File: src/rtl/uart_tx_scheduler.sv
`timescale 1ns/1ps
// uart_tx_scheduler
// Shares one UART transmitter and its baud-rate generator among NREQ
// requesters. A round-robin arbiter picks an owner. The block reprograms the
// generator rate (holding it in reset while the new rate settles), pulses
// tx_start, waits for tx_done (or a timeout), then acks the owner.
//
// Ports:
//   clock, reset_n  system clock, asynchronous active-low reset
//   req             per-requester request, held until ack
//   req_data        packed bytes, requester i at [8i+7:8i]
//   req_rate        packed rate codes, requester i at [2i+1:2i]
//   grant           one-hot owner of the current transaction
//   ack             one-cycle completion pulse to the owner
//   err             pulses with ack when the transaction timed out
//   tx_start        one-cycle start pulse to the transmitter
//   tx_data         byte to the transmitter
//   tx_done         transmitter frame-complete pulse
//   baud_sel        rate code to the baud generator
//   baud_rst_n      active-low reset to the baud generator
module uart_tx_scheduler #(
  parameter int NREQ          = 4,
  parameter int SETTLE_CYCLES = 4,
  parameter int TIMEOUT       = 300000,
  parameter int TO_W          = 20
) (
  input  logic              clock,
  input  logic              reset_n,
  input  logic [NREQ-1:0]   req,
  input  logic [8*NREQ-1:0] req_data,
  input  logic [2*NREQ-1:0] req_rate,
  output logic [NREQ-1:0]   grant,
  output logic [NREQ-1:0]   ack,
  output logic              err,
  output logic              tx_start,
  output logic [7:0]        tx_data,
  input  logic              tx_done,
  output logic [1:0]        baud_sel,
  output logic              baud_rst_n
);

  localparam int          PW     = (NREQ > 1) ? $clog2(NREQ) : 1;
  localparam int          SW     = (SETTLE_CYCLES > 1) ? $clog2(SETTLE_CYCLES) : 1;
  localparam int unsigned NREQ_U = NREQ;

  typedef enum logic [2:0] {
    ST_IDLE,
    ST_CFG,
    ST_SETTLE,
    ST_START,
    ST_WAIT,
    ST_DONE
  } state_t;

  state_t          state_q, state_d;
  logic [NREQ-1:0] grant_q, grant_d;
  logic [NREQ-1:0] ack_q, ack_d;
  logic            err_q, err_d;
  logic            tx_start_q, tx_start_d;
  logic [7:0]      tx_data_q, tx_data_d;
  logic [1:0]      baud_sel_q, baud_sel_d;
  logic            baud_rst_n_q, baud_rst_n_d;
  logic            cfg_valid_q, cfg_valid_d;
  logic [PW-1:0]   rr_ptr_q, rr_ptr_d;
  logic [PW-1:0]   owner_q, owner_d;
  logic [1:0]      rate_q, rate_d;
  logic [SW-1:0]   settle_cnt_q, settle_cnt_d;
  logic [TO_W-1:0] to_cnt_q, to_cnt_d;

  // Round-robin pick: first set request at or above rr_ptr, wrapping.
  logic          found;
  logic [PW-1:0] pick;

  always_comb begin
    int unsigned idx;
    found = 1'b0;
    pick  = '0;
    idx   = 0;
    for (int unsigned i = 0; i < NREQ_U; i++) begin
      idx = {{(32-PW){1'b0}}, rr_ptr_q} + i;
      if (idx >= NREQ_U) idx = idx - NREQ_U;
      if (!found && req[idx[PW-1:0]]) begin
        found = 1'b1;
        pick  = idx[PW-1:0];
      end
    end
  end

  // Pulse outputs (tx_start, ack, err) are registered on entry to the state
  // they belong to, so they are high during that state's single cycle.
  always_comb begin
    state_d      = state_q;
    grant_d      = grant_q;
    ack_d        = '0;
    err_d        = 1'b0;
    tx_start_d   = 1'b0;
    tx_data_d    = tx_data_q;
    baud_sel_d   = baud_sel_q;
    baud_rst_n_d = baud_rst_n_q;
    cfg_valid_d  = cfg_valid_q;
    rr_ptr_d     = rr_ptr_q;
    owner_d      = owner_q;
    rate_d       = rate_q;
    settle_cnt_d = settle_cnt_q;
    to_cnt_d     = to_cnt_q;

    case (state_q)
      ST_IDLE: begin
        if (found) begin
          grant_d       = '0;
          grant_d[pick] = 1'b1;
          owner_d       = pick;
          tx_data_d     = req_data[{pick, 3'b000} +: 8];
          rate_d        = req_rate[{pick, 1'b0} +: 2];
          state_d       = ST_CFG;
        end
      end
      ST_CFG: begin
        if (!cfg_valid_q || (rate_q != baud_sel_q)) begin
          baud_sel_d   = rate_q;
          baud_rst_n_d = 1'b0;
          settle_cnt_d = '0;
          state_d      = ST_SETTLE;
        end else begin
          tx_start_d = 1'b1;
          state_d    = ST_START;
        end
      end
      ST_SETTLE: begin
        if (settle_cnt_q == SW'(SETTLE_CYCLES - 1)) begin
          baud_rst_n_d = 1'b1;
          cfg_valid_d  = 1'b1;
          tx_start_d   = 1'b1;
          state_d      = ST_START;
        end else begin
          settle_cnt_d = settle_cnt_q + 1'b1;
        end
      end
      ST_START: begin
        to_cnt_d = '0;
        state_d  = ST_WAIT;
      end
      ST_WAIT: begin
        // tx_done takes priority over a timeout in the same cycle.
        if (tx_done) begin
          ack_d[owner_q] = 1'b1;
          state_d        = ST_DONE;
        end else if (to_cnt_q == TO_W'(TIMEOUT - 1)) begin
          ack_d[owner_q] = 1'b1;
          err_d          = 1'b1;
          state_d        = ST_DONE;
        end else begin
          to_cnt_d = to_cnt_q + 1'b1;
        end
      end
      ST_DONE: begin
        grant_d  = '0;
        rr_ptr_d = (owner_q == PW'(NREQ - 1)) ? '0 : owner_q + 1'b1;
        state_d  = ST_IDLE;
      end
      default: state_d = ST_IDLE;
    endcase
  end

  always_ff @(posedge clock or negedge reset_n) begin
    if (!reset_n) begin
      state_q      <= ST_IDLE;
      grant_q      <= '0;
      ack_q        <= '0;
      err_q        <= 1'b0;
      tx_start_q   <= 1'b0;
      tx_data_q    <= '0;
      baud_sel_q   <= '0;
      baud_rst_n_q <= 1'b0;
      cfg_valid_q  <= 1'b0;
      rr_ptr_q     <= '0;
      owner_q      <= '0;
      rate_q       <= '0;
      settle_cnt_q <= '0;
      to_cnt_q     <= '0;
    end else begin
      state_q      <= state_d;
      grant_q      <= grant_d;
      ack_q        <= ack_d;
      err_q        <= err_d;
      tx_start_q   <= tx_start_d;
      tx_data_q    <= tx_data_d;
      baud_sel_q   <= baud_sel_d;
      baud_rst_n_q <= baud_rst_n_d;
      cfg_valid_q  <= cfg_valid_d;
      rr_ptr_q     <= rr_ptr_d;
      owner_q      <= owner_d;
      rate_q       <= rate_d;
      settle_cnt_q <= settle_cnt_d;
      to_cnt_q     <= to_cnt_d;
    end
  end

  assign grant      = grant_q;
  assign ack        = ack_q;
  assign err        = err_q;
  assign tx_start   = tx_start_q;
  assign tx_data    = tx_data_q;
  assign baud_sel   = baud_sel_q;
  assign baud_rst_n = baud_rst_n_q;

endmodule

File: config.mk
export PLATFORM = sky130hd
export DESIGN_NAME = uart_tx_scheduler
export DESIGN_NICKNAME = d
export VERILOG_FILES = /design/src/rtl/uart_tx_scheduler.sv
export SDC_FILE = /design/constraint.sdc
export NUM_CORES = 1
export LEC_CHECK = 0
export CAP_MARGIN = 20
export CORE_ASPECT_RATIO = 1.75
export CORE_MARGIN = 2
export CORE_UTILIZATION = 30
export DETAILED_ROUTE_END_ITERATION = 8
export GPL_TIMING_DRIVEN = 0
export PLACE_DENSITY = 0.62
export SLEW_MARGIN = 20
export SYNTH_ARGS = -nofsm -noshare
export SYNTH_HDL_FRONTEND = slang
export SYNTH_SLANG_ARGS = --single-unit
File: constraint.sdc
create_clock -name clock -period 3.1 [get_ports clock]
set_input_delay 0.775 -clock clock [delete_from_list [all_inputs] [get_ports clock]]
set_output_delay 0.775 -clock clock [all_outputs]
set_load 0.02 [all_outputs]
==> out/qor.yml <==
run_status:
  outcome: "finished, final reports clean"
cts:
  cts.reportedPaths.clkPinSlew_ps: 60
  ctsHoldBuffers: 0
  postCtsSetupBuffers: 0
  cts_root_buf: "clkbuf_16"
  ctsResizeCount: 0
  cts_tree: "done"
  cts_max_path_buffers: 2
  cts_made_buffers: 5
  cts_sinks: 53
  insertion_delay_ps: 290
  htreeDepth: 2
floorplan:
  dieArea_um2: 10400
  io_pins: 68
  core_um2: 9410
  rows: 47
  fp.dieW_um: 78.1
  initial_core_util_pct: 30.6
  die_h_um: 134
timing:
  hold-worst-slack_ps: 473
  rsz0062_at_grt: "no"
  setup_viol: 0
  clock_skew_ps: 11.1
  finalWorstPathRequiredPeriod_ps: 2520
  worst_pin_slew_ps: 700
  fmax_ghz: 0.397
  report.final.slew_viol_count: 0
  slew_headroom_pct: 53.3
  final_hold_viol_count: 0
  fin_crit_sh_pct: 81.4
setup_path:
  cp-start-kind: "input pin"
  cp.required_ps: 3240
  critPathMaxFanout: 10
  critical_path_class: "in2reg"
  cp-end-kind: "register"
  reg2regPathDepth: 5
  worstPathArrival_ps: 2660
logic_synthesis:
  yosysWarnings: 0
  syn_nets: 347
  synth_cell_types: 48
  synth_top_area_cell: "dfrtp_1"
  syn_area_um2: 2880
  avgSynthCellArea_um2: 9.80
  yosysMostFrequentCell: "dfrtp_1"
  synth_edf_count: 0
  netlist_instances: 294
  ys.flop_type: "dfrtp_1"
  synth_top_cell_area_share_pct: 46.0
  ys_async_sr_fraction_pct: 100
  synth.ff_latch_count: 53
  post_synth_main_area_contributors: "dfrtp_1 (46%), a211oi_1 (5.2%), mux2i_1 (3.8%)"
  synthTopCellsByCount: "dfrtp_1 (53), nor2_1 (28), nand2_1 (24), a211oi_1 (20), o21ai_0 (17)"
  ys_seq_area_share_pct: 46.0
final_layout:
  multiInputGateArea_um2: 1460
  regArea_um2: 1330
  design_area_um2: 3870
  layout.nets: 421
  syn_to_final_growth_pct: 34.5
  antennaDiodeCount: 0
  final_core_util_pct: 41.2
  drive_gt1_share_pct: 7.59
  fill_cells: 993
placement:
  post-dp-hpwl_um: 5620
  gp_routability_congestion: 0.781
  place_area_um2: 3700
  numPortBuffers: 67
detailed_routing:
  vias_per_cell: 5.09
  finalWirelength_um: 7170
  avgRoutedWirePerCell_um: 14.6
  postRouteAntennaNets: 0
  dr.pass1.iters: 4
  vias: 2500
  remaining_drc_errors: 0
  drt-initial-drc-count: 59
global_route:
  grt_usage_pct: 14.0
  grt_max_degree: 54
  grt_pass1_wl_um: 11700
  antenna_found_initial: 0
  grt_overflow: 0
  grt_pass1_vias: 2625
hold_path:
  holdPathStages: 1
  hold_class: "reg2reg"
run:
  maxCapViolCount: 0
power_and_ir_drop:
  p_leak_uw: 0.00159
  ir_worst_vdd_v: 0.000559
  p_per_area_nw_per_um2: 756
## cell families after synthesis
group                    count (synthesis)  share of synthesized area (%)
AO/OA/AOI/OAI                           75                           17.6
multiplexers                            14                           5.00
adder cells (fa/ha/maj)                  6                           2.61
flip-flops                              53                           46.0
buffers and inverters                   20                           3.30
AND/OR/NAND/NOR                        115                           22.1
XOR/XNOR                                11                           3.34
## sequential cells by signal, summed over array words and instances (netlist names)
| signal | flops |
|---|---|
| rate_q | 2 |
| baud_rst_n | 1 |
| grant | 4 |
| ack | 4 |
| state_q | 3 |
| tx_start | 1 |
| settle_cnt_q | 2 |
| owner_q | 2 |
| tx_data | 8 |
| rr_ptr_q | 2 |
| baud_sel | 2 |
| err | 1 |
| to_cnt_q | 20 |
| cfg_valid_q | 1 |
## worst paths after layout
check | startpoint | slack [ps] | end
worst min register to register | cfg_valid_q | 470 | cfg_valid_q
worst max-delay path | req[3] | 580 | tx_data[7]
worst max register to register | state_q[1] | 1020 | tx_data[7]
worst min-delay path | cfg_valid_q | 470 | cfg_valid_q
min in group asynchronous | reset_n | 520 | to_cnt_q[1]
max in group asynchronous | reset_n | 2110 | to_cnt_q[16]
## area by class of cell
class / instances / area share [%]
plain buffers: 11 / 1.58
clock buffers: 7 / 3.68
clock inverters: 1 / 0.775
inverters: 9 / 0.872
multi-input cells: 221 / 37.7
flip-flops and latches: 53 / 34.2
well taps: 122 / 3.94
repair buffers: 67 / 17.2
## report_power, final
group / internal [uW] / switching, uW / total [uW]
combinational: 573 / 702 / 1270
sequential: 872 / 137 / 1010
clock: 404 / 243 / 646
## worst max-delay path, stage by stage
cell and delay (ps):
clkdlybuf4s50_1 600, nor4_2 110, nor4_4 310, and2_1 260, clkbuf_1 450, a211oi_1 150
## stage by stage
| step | worst slack [ps] | std cells | total power, uW | TNS (ps) |
|---|---|---|---|---|
| 2_1_floorplan | 1160 | 294 | 1810 | 0 |
| 3_3_place_gp | -452 | 483 | 2290 | -23800 |
| 3_5_place_dp | 257 | 483 | 2320 | 0 |
| 4_1_cts | 561 | 491 | 2970 | 0 |
| 5_1_grt | 463 | 491 | 3120 | 0 |
| 6_report | 578 | 491 | 2930 | 0 |
## per-layer routing
layer	track usage [%]	vias up	share of wire [%]
met5	0	-	0
met4	4.78	0	1.8
met3	3.25	11	4.9
met2	28.7	65	58
met1	13.0	1204	36
li1	-	1220	-
## cell usage in the layout (no fill, tap or decap), types with 3 or more instances in the layout
cell type / synthesis / routed
nor2_1: 28 / 28
o211ai_1: 5 / 5
a22o_1: 3 / 3
buf_2: 4 / 4
nand2_1: 24 / 24
a211oi_1: 20 / 20
xor2_1: 5 / 5
ha_1: 6 / 6
buf_4: 2 / 3
o21ai_0: 17 / 17
mux2_2: 3 / 3
a21o_1: 3 / 3
or3_1: 9 / 9
dfrtp_1: 53 / 53
mux2i_1: 11 / 11
nand4_1: 5 / 5
clkdlybuf4s50_1: 0 / 66
and2_1: 9 / 9
clkbuf_1: 4 / 5
nor3_1: 14 / 14
nand3_1: 4 / 4
xnor2_1: 6 / 6
a21oi_1: 14 / 14
and3_1: 4 / 4
inv_1: 9 / 9
clkbuf_16: 0 / 5
Note: power is estimated with default switching activity, not from simulation.
